### config.mk
export PLATFORM = sky130hd
export DESIGN_NAME = blctrl_scheduler
export DESIGN_NICKNAME = d
export VERILOG_FILES = /design/src/rtl/blctrl_pkg.sv /design/src/rtl/blctrl_gap_timer.sv /design/src/rtl/blctrl_scheduler.sv
export SDC_FILE = /design/constraint.sdc
export NUM_CORES = 1
export LEC_CHECK = 0
export CORE_ASPECT_RATIO = 1.75
export CORE_MARGIN = 1.5
export CORE_UTILIZATION = 41
export DETAILED_ROUTE_END_ITERATION = 7
export PLACE_DENSITY_LB_ADDON = 0.2
export SLEW_MARGIN = 20
export SYNTH_ARGS = -nofsm -noshare
export SYNTH_HDL_FRONTEND = slang
export SYNTH_HIERARCHICAL = 1
export SYNTH_SLANG_ARGS = --single-unit
### constraint.sdc
create_clock -name clk -period 4.1 [get_ports clk]
set_input_delay 0.82 -clock clk [delete_from_list [all_inputs] [get_ports clk]]
set_output_delay 0.82 -clock clk [all_outputs]
set_load 0.02 [all_outputs]
### src/rtl/blctrl_pkg.sv
// Shared types, constants and the round-robin pick helper for the BLDC I2C scheduler.
package blctrl_pkg;

    localparam int NUM_MOTORS = 8;
    localparam logic [6:0] DEFAULT_BASE_ADDR = 7'h29;

    typedef enum logic [2:0] {
        IDLE,
        SELECT,
        CMD,
        DATA,
        WAIT_DONE,
        GAP
    } state_e;

    // Returns {found, index}: first set bit after 'last', ascending with wrap; 'last' itself ranks lowest.
    function automatic logic [3:0] pick_next(input logic [NUM_MOTORS-1:0] elig, input logic [2:0] last);
        logic [3:0] res;
        logic [2:0] k;
        res = '0;
        for (int off = NUM_MOTORS; off >= 1; off--) begin
            k = last + 3'(off);
            if (elig[k]) res = {1'b1, k};
        end
        return res;
    endfunction

endpackage

### src/rtl/blctrl_gap_timer.sv
// Down-counter that times the idle gap between motor transfers; done when it reaches zero.
module blctrl_gap_timer #(
    parameter int GAP_CYCLES = 480
) (
    input  logic clk,
    input  logic rst_n,
    input  logic load,
    input  logic count,
    output logic done
);

    localparam int W = (GAP_CYCLES < 2) ? 1 : $clog2(GAP_CYCLES);
    // The load cycle itself is the first gap cycle, so the count starts one short.
    localparam logic [W-1:0] LOAD_VAL = W'((GAP_CYCLES == 0) ? 0 : GAP_CYCLES - 1);

    logic [W-1:0] cnt_q, cnt_d;

    always_comb begin
        cnt_d = cnt_q;
        if (load) begin
            cnt_d = LOAD_VAL;
        end else if (count && (cnt_q != '0)) begin
            cnt_d = cnt_q - W'(1);
        end
    end

    always_ff @(posedge clk) begin
        if (!rst_n) cnt_q <= '0;
        else        cnt_q <= cnt_d;
    end

    assign done = (cnt_q == '0);

endmodule

### src/rtl/blctrl_scheduler.sv
// Round-robin I2C speed scheduler for eight BLDC motor controllers.
// Optional ACK fault tracking is built when BLCTRL_ACK_FAULT_EN is defined.
//
//   state     | meaning
//   ----------+-----------------------------------------------------------
//   IDLE      | waiting for master_enable and an eligible motor
//   SELECT    | pick next eligible motor, latch its index and speed
//   CMD       | present write+stop command to the i2c master
//   DATA      | present the single speed byte
//   WAIT_DONE | wait for the bus to go idle and the master to be ready
//   GAP       | idle spacing before the next selection
module blctrl_scheduler
    import blctrl_pkg::*;
#(
    parameter logic [6:0] BASE_ADDR   = DEFAULT_BASE_ADDR,
    parameter int         GAP_CYCLES  = 480,
    parameter int         FAULT_LIMIT = 3
) (
    input  logic        clk,
    input  logic        rst_n,
    input  logic        master_enable,
    input  logic [7:0]  motor_enable,
    input  logic [63:0] target_speed_flat,
    output logic [6:0]  cmd_address,
    output logic        cmd_start,
    output logic        cmd_read,
    output logic        cmd_write,
    output logic        cmd_write_multiple,
    output logic        cmd_stop,
    output logic        cmd_valid,
    input  logic        cmd_ready,
    output logic [7:0]  data_tdata,
    output logic        data_tvalid,
    input  logic        data_tready,
    output logic        data_tlast,
    input  logic        i2c_busy,
    input  logic        missed_ack,
    output logic [7:0]  fault_flags,
    output logic [2:0]  current_motor,
    output logic        cycle_done
);

    state_e     state_q, state_d;
    logic [2:0] last_q, last_d;
    logic [2:0] idx_q, idx_d;
    logic [7:0] speed_q, speed_d;
    logic       cycle_done_q, cycle_done_d;

    logic [7:0] elig;
    logic [3:0] pick;
    logic [7:0] speed_pick;
    logic       gap_load, gap_count, gap_done;
    logic       xfer_end;

    assign elig       = motor_enable & ~fault_flags;
    assign pick       = pick_next(elig, last_q);
    assign speed_pick = target_speed_flat[{3'd7 - pick[2:0], 3'b000} +: 8];

    always_comb begin
        state_d      = state_q;
        last_d       = last_q;
        idx_d        = idx_q;
        speed_d      = speed_q;
        cycle_done_d = 1'b0;
        gap_load     = 1'b0;
        gap_count    = 1'b0;
        xfer_end     = 1'b0;
        case (state_q)
            IDLE: begin
                if (master_enable && (elig != '0)) state_d = SELECT;
            end
            SELECT: begin
                if (master_enable && pick[3]) begin
                    idx_d   = pick[2:0];
                    last_d  = pick[2:0];
                    speed_d = speed_pick;
                    state_d = CMD;
                end else begin
                    state_d = IDLE;
                end
            end
            CMD: begin
                if (cmd_ready) state_d = DATA;
            end
            DATA: begin
                if (data_tready) state_d = WAIT_DONE;
            end
            WAIT_DONE: begin
                if (!i2c_busy && cmd_ready) begin
                    xfer_end = 1'b1;
                    if (master_enable) begin
                        state_d      = GAP;
                        gap_load     = 1'b1;
                        // End of a sweep: nothing eligible above the motor just served.
                        cycle_done_d = ((elig & (8'hFE << idx_q)) == '0);
                    end else begin
                        state_d = IDLE;
                    end
                end
            end
            GAP: begin
                gap_count = 1'b1;
                if (gap_done) state_d = SELECT;
            end
            default: state_d = IDLE;
        endcase
    end

    always_ff @(posedge clk) begin
        if (!rst_n) begin
            state_q      <= IDLE;
            last_q       <= 3'd7;
            idx_q        <= 3'd0;
            speed_q      <= 8'd0;
            cycle_done_q <= 1'b0;
        end else begin
            state_q      <= state_d;
            last_q       <= last_d;
            idx_q        <= idx_d;
            speed_q      <= speed_d;
            cycle_done_q <= cycle_done_d;
        end
    end

    blctrl_gap_timer #(.GAP_CYCLES(GAP_CYCLES)) u_gap_timer (
        .clk   (clk),
        .rst_n (rst_n),
        .load  (gap_load),
        .count (gap_count),
        .done  (gap_done)
    );

`ifdef BLCTRL_ACK_FAULT_EN
    logic                         fail_q, fail_d;
    logic [NUM_MOTORS-1:0][1:0]   miss_q, miss_d;
    logic [7:0]                   fault_q, fault_d;

    always_comb begin
        fail_d  = fail_q;
        miss_d  = miss_q;
        fault_d = fault_q;
        if (state_q == SELECT) begin
            fail_d = 1'b0;
        end else if (state_q inside {CMD, DATA, WAIT_DONE}) begin
            fail_d = fail_q | missed_ack;
        end
        if (xfer_end) begin
            if (fail_q | missed_ack) begin
                if (miss_q[idx_q] != 2'd3) miss_d[idx_q] = miss_q[idx_q] + 2'd1;
                if (int'(miss_q[idx_q]) + 1 >= FAULT_LIMIT) fault_d[idx_q] = 1'b1;
            end else begin
                miss_d[idx_q] = 2'd0;
            end
        end
        // A disabled motor gets a fresh start when it is re-enabled.
        for (int i = 0; i < NUM_MOTORS; i++) begin
            if (!motor_enable[i]) begin
                miss_d[i]  = 2'd0;
                fault_d[i] = 1'b0;
            end
        end
    end

    always_ff @(posedge clk) begin
        if (!rst_n) begin
            fail_q  <= 1'b0;
            miss_q  <= '0;
            fault_q <= '0;
        end else begin
            fail_q  <= fail_d;
            miss_q  <= miss_d;
            fault_q <= fault_d;
        end
    end

    assign fault_flags = fault_q;
`else
    logic unused_fault_inputs;
    assign unused_fault_inputs = missed_ack ^ xfer_end ^ (FAULT_LIMIT > 3);
    assign fault_flags = '0;
`endif

    assign cmd_valid          = (state_q == CMD);
    assign cmd_write          = cmd_valid;
    assign cmd_stop           = cmd_valid;
    assign cmd_start          = 1'b0;
    assign cmd_read           = 1'b0;
    assign cmd_write_multiple = 1'b0;
    assign cmd_address        = BASE_ADDR + {4'd0, idx_q};
    assign data_tvalid        = (state_q == DATA);
    assign data_tlast         = data_tvalid;
    assign data_tdata         = speed_q;
    assign current_motor      = idx_q;
    assign cycle_done         = cycle_done_q;

endmodule

==> results.toml, run 1 <==
[outcome]
run_status = "finished clean"

[clock_tree]
cts_sinks = 27
ctsHoldBuffers = 0
post_cts.repair.setup_buffers = 0
cts_buffer_depth = 2
ctsRootBufferMaster = "clkbuf_16"
cts.clk_slew.worst_paths_ns = 0.07
worstSkewPairLatency_ns = 0.27
ctsHtreeMaxLevel = 1
cts_resized = 0
cts_buffers = 3
cts_tree = "done"

[drt]
totalWireLength_um = 8258
vias = 2965
viasPerCell = 5.746
drt-initial-drc-count = 169
routedWlPerCell_um = 16.00
drt_first_pass_iters = 7
antenna_left = 0
drc = 0

[critical_path]
end_kind = "flip-flop"
crit_chain = "clkdlybuf4s50_1 > mux4_2 > mux2_2 > o21bai_1 > a211oi_1 > or3_1 > buf_4 > mux4_2 > and2_0 > a221o_1"
cp_max_fo = 11
critPathLaunch = "motor_enable[6]"
rr_startpoint = "last_q[0]"
crit_type = "in2reg"
cp-start-kind = "primary input"
slowest_delay_ns = 0.59
critPathMostFrequentCell = "mux4_2"
ff2ff_path_depth = 11
crit_path_top_delay_cell = "clkdlybuf4s50_1"
cp_data_required_time_ns = 4.26
cp_data_arrival_time_ns = 4.00

[synth]
ys_ff_latch = 27
ys_types = 60
avgSynthCellArea_um2 = 8.937
synth_top_cell_by_area = "dfxtp_1"
synth_flop_cell = "dfxtp_1"
synth-warning-count = 6
synth_top_cell_area_share_pct = 18.33
synthArstFlopShare_pct = 0
syn_inst = 330
synth_edf_count = 0
synth_area_um2 = 2949
synth.area.top_cells = "dfxtp_1 (18%), mux4_2 (18%), mux2i_1 (7.5%), buf_4 (4.1%), nand2_1 (3.6%)"
synth-seq-area-share_pct = 18.33

[floorplanning]
die_h_um = 115.2
fp.dieW_um = 67.11
num_rows = 40
num_io_pins = 114
core-area_um2 = 6907
design.die.area_um2 = 7731
start_util_pct = 42.70

[grt]
grt.overflow.total = 0
grt_pass1_wl_um = 13790
antenna_found_initial = 0
grt_max_degree = 24
grt_pass1_vias = 3064
grt_usage_pct = 22.65

[cells_and_area]
final_nets = 519
nFillCells = 635
final_common_cell = "clkdlybuf4s50_1"
n_antenna_cell = 0
syn_to_final_growth_pct = 41.20
final_layout_size_suffix_gt1_share_pct = 16.20
final_cell_mix = "clkdlybuf4s50_1 (99), nand2_1 (28), dfxtp_1 (27), buf_4 (27), mux4_2 (23)"

[sta]
setup_ws_ns = 0.2584
hold_viol_final = 0
setup_viol = 0
post-route-period-util_pct = 93.70
max_freq_mhz = 260.3
slew_headroom_pct = 49.79
rsz0062_at_grt = "no"
finalMaxSlewViolations = 0
finClkSkew_ns = 0.005129
tightest_slew_ns = 0.7509
min_period_ns = 3.842

[place]
pre_cts_ws_ns = -0.009561
gp_congestion = 0.9106
io_buffers = 99
dp_hpwl_um = 6832

[pwr]
finalPower_w = 0.001137
power.leakage_nw = 1.632
max-vdd-ir-drop_mv = 0.1660
power_density_nw_per_um2 = 273.1

[flow_run]
cap_violations = 0

[min_path]
hold_start = "data_tdata[7]"
hold_depth = 2
hp-class = "reg2reg"
state kept, by name, indices dropped and copies added, names as in the netlist:
name	cells
current_motor	3
cycle_done	1
data_tdata	8
state_q	3
u_gap_timer/cnt_q	9
last_q	3
report_power, final:
| part | internal (W) | switching (W) |
|---|---|---|
| clock network | 0.000133 | 0.0000977 |
| registers | 0.000275 | 0.0000134 |
| logic | 0.000337 | 0.000281 |
| total | 0.000745 | 0.000392 |
per-stage QoR:
step,area [um^2],TNS (ns),hold WS [ns],cells,utilization (%)
3_3_place_gp,4081,0,0.4599,512,59.09
5_1_grt,4164,0,0.5157,516,60.29
4_1_cts,4164,0,0.4909,516,60.29
3_5_place_dp,4081,-0.01162,0.4686,512,59.09
6_report,4164,0,0.4915,516,60.29
2_1_floorplan,2990,0,0.4963,341,-
area by class of cell:
cell class / instances / area, um^2 / area share [%]
inverters: 14 / 52.55 / 1.262
repair buffers: 127 / 1214 / 29.15
clock buffers: 3 / 75.07 / 1.803
multi-input cells: 260 / 2170 / 52.10
clock inverters: 1 / 7.507 / 0.1803
well taps: 84 / 105.1 / 2.524
flip-flops and latches: 27 / 540.5 / 12.98
synth_stat cells (8+ instances only):
master,number
a21oi_1,16
nand2_1,28
nand3_1,10
buf_4,16
inv_1,14
o21a_1,8
nor2_1,13
clkbuf_1,13
dfxtp_1,27
mux2_2,8
mux4_2,23
mux2i_1,22
buf_2,8
critical path, delay by kind of cell:
family                 cells  cell delay [ns]
AND/OR/NAND/NOR            2             0.34
AO/OA/AOI/OAI              3             0.73
buffers and inverters      2             0.76
multiplexers               3             1.34
per-layer routing:
metal | GRT usage, % | routed length, um | share of wire [%]
met5 | 0 | 0 | 0
met2 | 43.50 | 4620 | 56
met1 | 23.05 | 2862 | 35
met4 | 9.660 | 298 | 3.6
met3 | 3.620 | 477 | 5.8
path summary, 6_finish.rpt:
path / slack (ns) / end
max reg2reg: 0.27 / data_tdata[0]
min reg2reg: 0.49 / data_tdata[7]
max: 0.26 / data_tdata[0]
min: 0.49 / data_tdata[7]
logic make-up after synthesis:
kind of cell    count (synthesis)  synth area share (%)
xor+xnor                        7                 2.079
other cells                     2                0.2547
compound gates                 84                 20.75
buf+inv                        54                 9.504
flops                          27                 18.33
fa+ha+maj                       7                 2.970
mux                            55                 28.98
simple gates                   94                 17.14
Note: power is estimated with default switching activity, not from simulation.
==> run 2: changes to the inputs <==
Settings changed: CTS_CLUSTER_DIAMETER set to 200.
==> results of run 2 <==
Same layout as run 1: the final DEF is identical, and so are final timing and power.
==> run 3: changes to the inputs <==
Settings changed: PLACE_DENSITY set to 0.79, PLACE_DENSITY_LB_ADDON 0.2 to unset.
==> results.toml, run 3 (synthesis results as in run 1) <==
[sta]
max_freq_mhz = 265.3
slew_headroom_pct = 54.45
setup_tns_ns = 0
rsz0062_at_grt = "no"
finClkSkew_ns = 0.005021
tightest_slew_ns = 0.6812
hold_viol_final = 0
setup_viol = 0
setup_ws_ns = 0.3311
post-route-period-util_pct = 91.92
finalMaxSlewViolations = 0
min_period_ns = 3.769

[floorplanning]
core-area_um2 = 6907
fp.dieW_um = 67.11
num_io_pins = 114
num_rows = 40
start_util_pct = 42.70
design.die.area_um2 = 7731
die_h_um = 115.2

[place]
io_buffers = 99
dp.cells = 515
dp_hpwl_um = 6813
gp_congestion = 0.8988
pre_cts_ws_ns = -0.07101

[grt]
grt.overflow.total = 0
antenna_found_initial = 0
grt_usage_pct = 22.09
grt_max_degree = 24
grt_pass1_wl_um = 13410
grt_pass1_vias = 3093

[cells_and_area]
largest_reg_flops = 9
fin_cells = 519
final_cell_mix = "clkdlybuf4s50_1 (99), buf_4 (31), nand2_1 (28), dfxtp_1 (27), mux4_2 (23)"
multiInputGateArea_um2 = 2175
syn_to_final_growth_pct = 41.58
final_common_cell = "clkdlybuf4s50_1"
top_register = "u_gap_timer/cnt_q"
nFillCells = 603
final_nets = 522
seqCellArea_um2 = 540.5
n_antenna_cell = 0
final_layout_size_suffix_gt1_share_pct = 16.78

[outcome]
run_status = "finished clean"

[critical_path]
end_kind = "flip-flop"
r2r_end = "data_tdata[0]"
cp_data_arrival_time_ns = 3.91
cp-start-kind = "primary input"
rrSetupSlack_ns = 0.41
ff2ff_path_depth = 10
cp_max_fo = 15
rr_startpoint = "last_q[0]"
cp_data_required_time_ns = 4.24
crit_type = "in2reg"

[min_path]
hp-class = "reg2reg"
hold_depth = 2
hold_start = "data_tdata[7]"
hold_end = "data_tdata[7]"

[clock_tree]
ctsHtreeMaxLevel = 1
ctsHoldBuffers = 0
cts_buffers = 3
cts_resized = 0
cts.clk_slew.worst_paths_ns = 0.07
cts_buffer_depth = 2
ctsRootBufferMaster = "clkbuf_16"
worstSkewPairLatency_ns = 0.26
post_cts.repair.setup_buffers = 0
cts_tree = "done"
cts_sinks = 27

[drt]
routedWlPerCell_um = 15.98
antenna_left = 0
vias = 2994
drt-initial-drc-count = 179
totalWireLength_um = 8294
drt_first_pass_iters = 4
drc = 0
viasPerCell = 5.769

[flow_run]
cap_violations = 0

[pwr]
power.leakage_nw = 1.647
max-vdd-ir-drop_mv = 0.1902
power_density_nw_per_um2 = 269.1
-- run 3: per-stage QoR --
step                total power, W  hold WS, ns  utilization [%]  cell area [um^2]
floorplan                0.0006966       0.4963                -              2990
global placement         0.0008904       0.4571            59.24              4091
detailed placement       0.0009043       0.4793            59.24              4091
CTS                       0.001124       0.4940            60.38              4170
global route              0.001187       0.5122            60.45              4175
finish                    0.001124       0.4913            60.45              4175
-- run 3: area by class of cell --
class                      count  share of cell area [%]
multi-input combinational    260                   52.08
clock buffer                   4                   1.888
sequential                    27                   12.95
timing repair buffer         130                   29.31
tap                           84                   2.517
inverter                      14                   1.259
-- run 3: how the worst max path moves through the flow --
stage	from	endpoint	depth (start not counted)
final	motor_enable[3]	data_tdata[6]	10
after global routing	motor_enable[3]	data_tdata[7]	10
after CTS	motor_enable[3]	data_tdata[6]	10
after detailed placement	motor_enable[3]	data_tdata[6]	10
after global placement	motor_enable[3]	data_tdata[7]	10
after floorplan	last_q[1]	data_tdata[1]	14
-- run 3: power breakdown --
group	leakage, nW	internal [W]	total (W)	switching, W
combinational	1.39	0.000332	0.000611	0.000279
clock	0.0382	0.000133	0.000222	0.0000891
sequential	0.219	0.000275	0.000290	0.0000150
-- run 3: worst max-delay path, cell delays in order --
cell and delay [ns]:
clkdlybuf4s50_1 0.58, mux4_2 0.51, mux2_2 0.32, o21bai_1 0.17
a211oi_1 0.31, or3_4 0.25, buf_4 0.26, mux4_2 0.52
nand2_1 0.08, o211ai_1 0.08
-- run 3: metal layers --
metal	vias to the layer above	share of wire, %	track usage, %	wire length, um
met5	-	0	0	0
met4	0	3.4	9.388	286
met3	23	5.0	2.544	412
met2	123	58	44.16	4809
met1	1415	34	21.49	2787
li1	1433	-	-	-
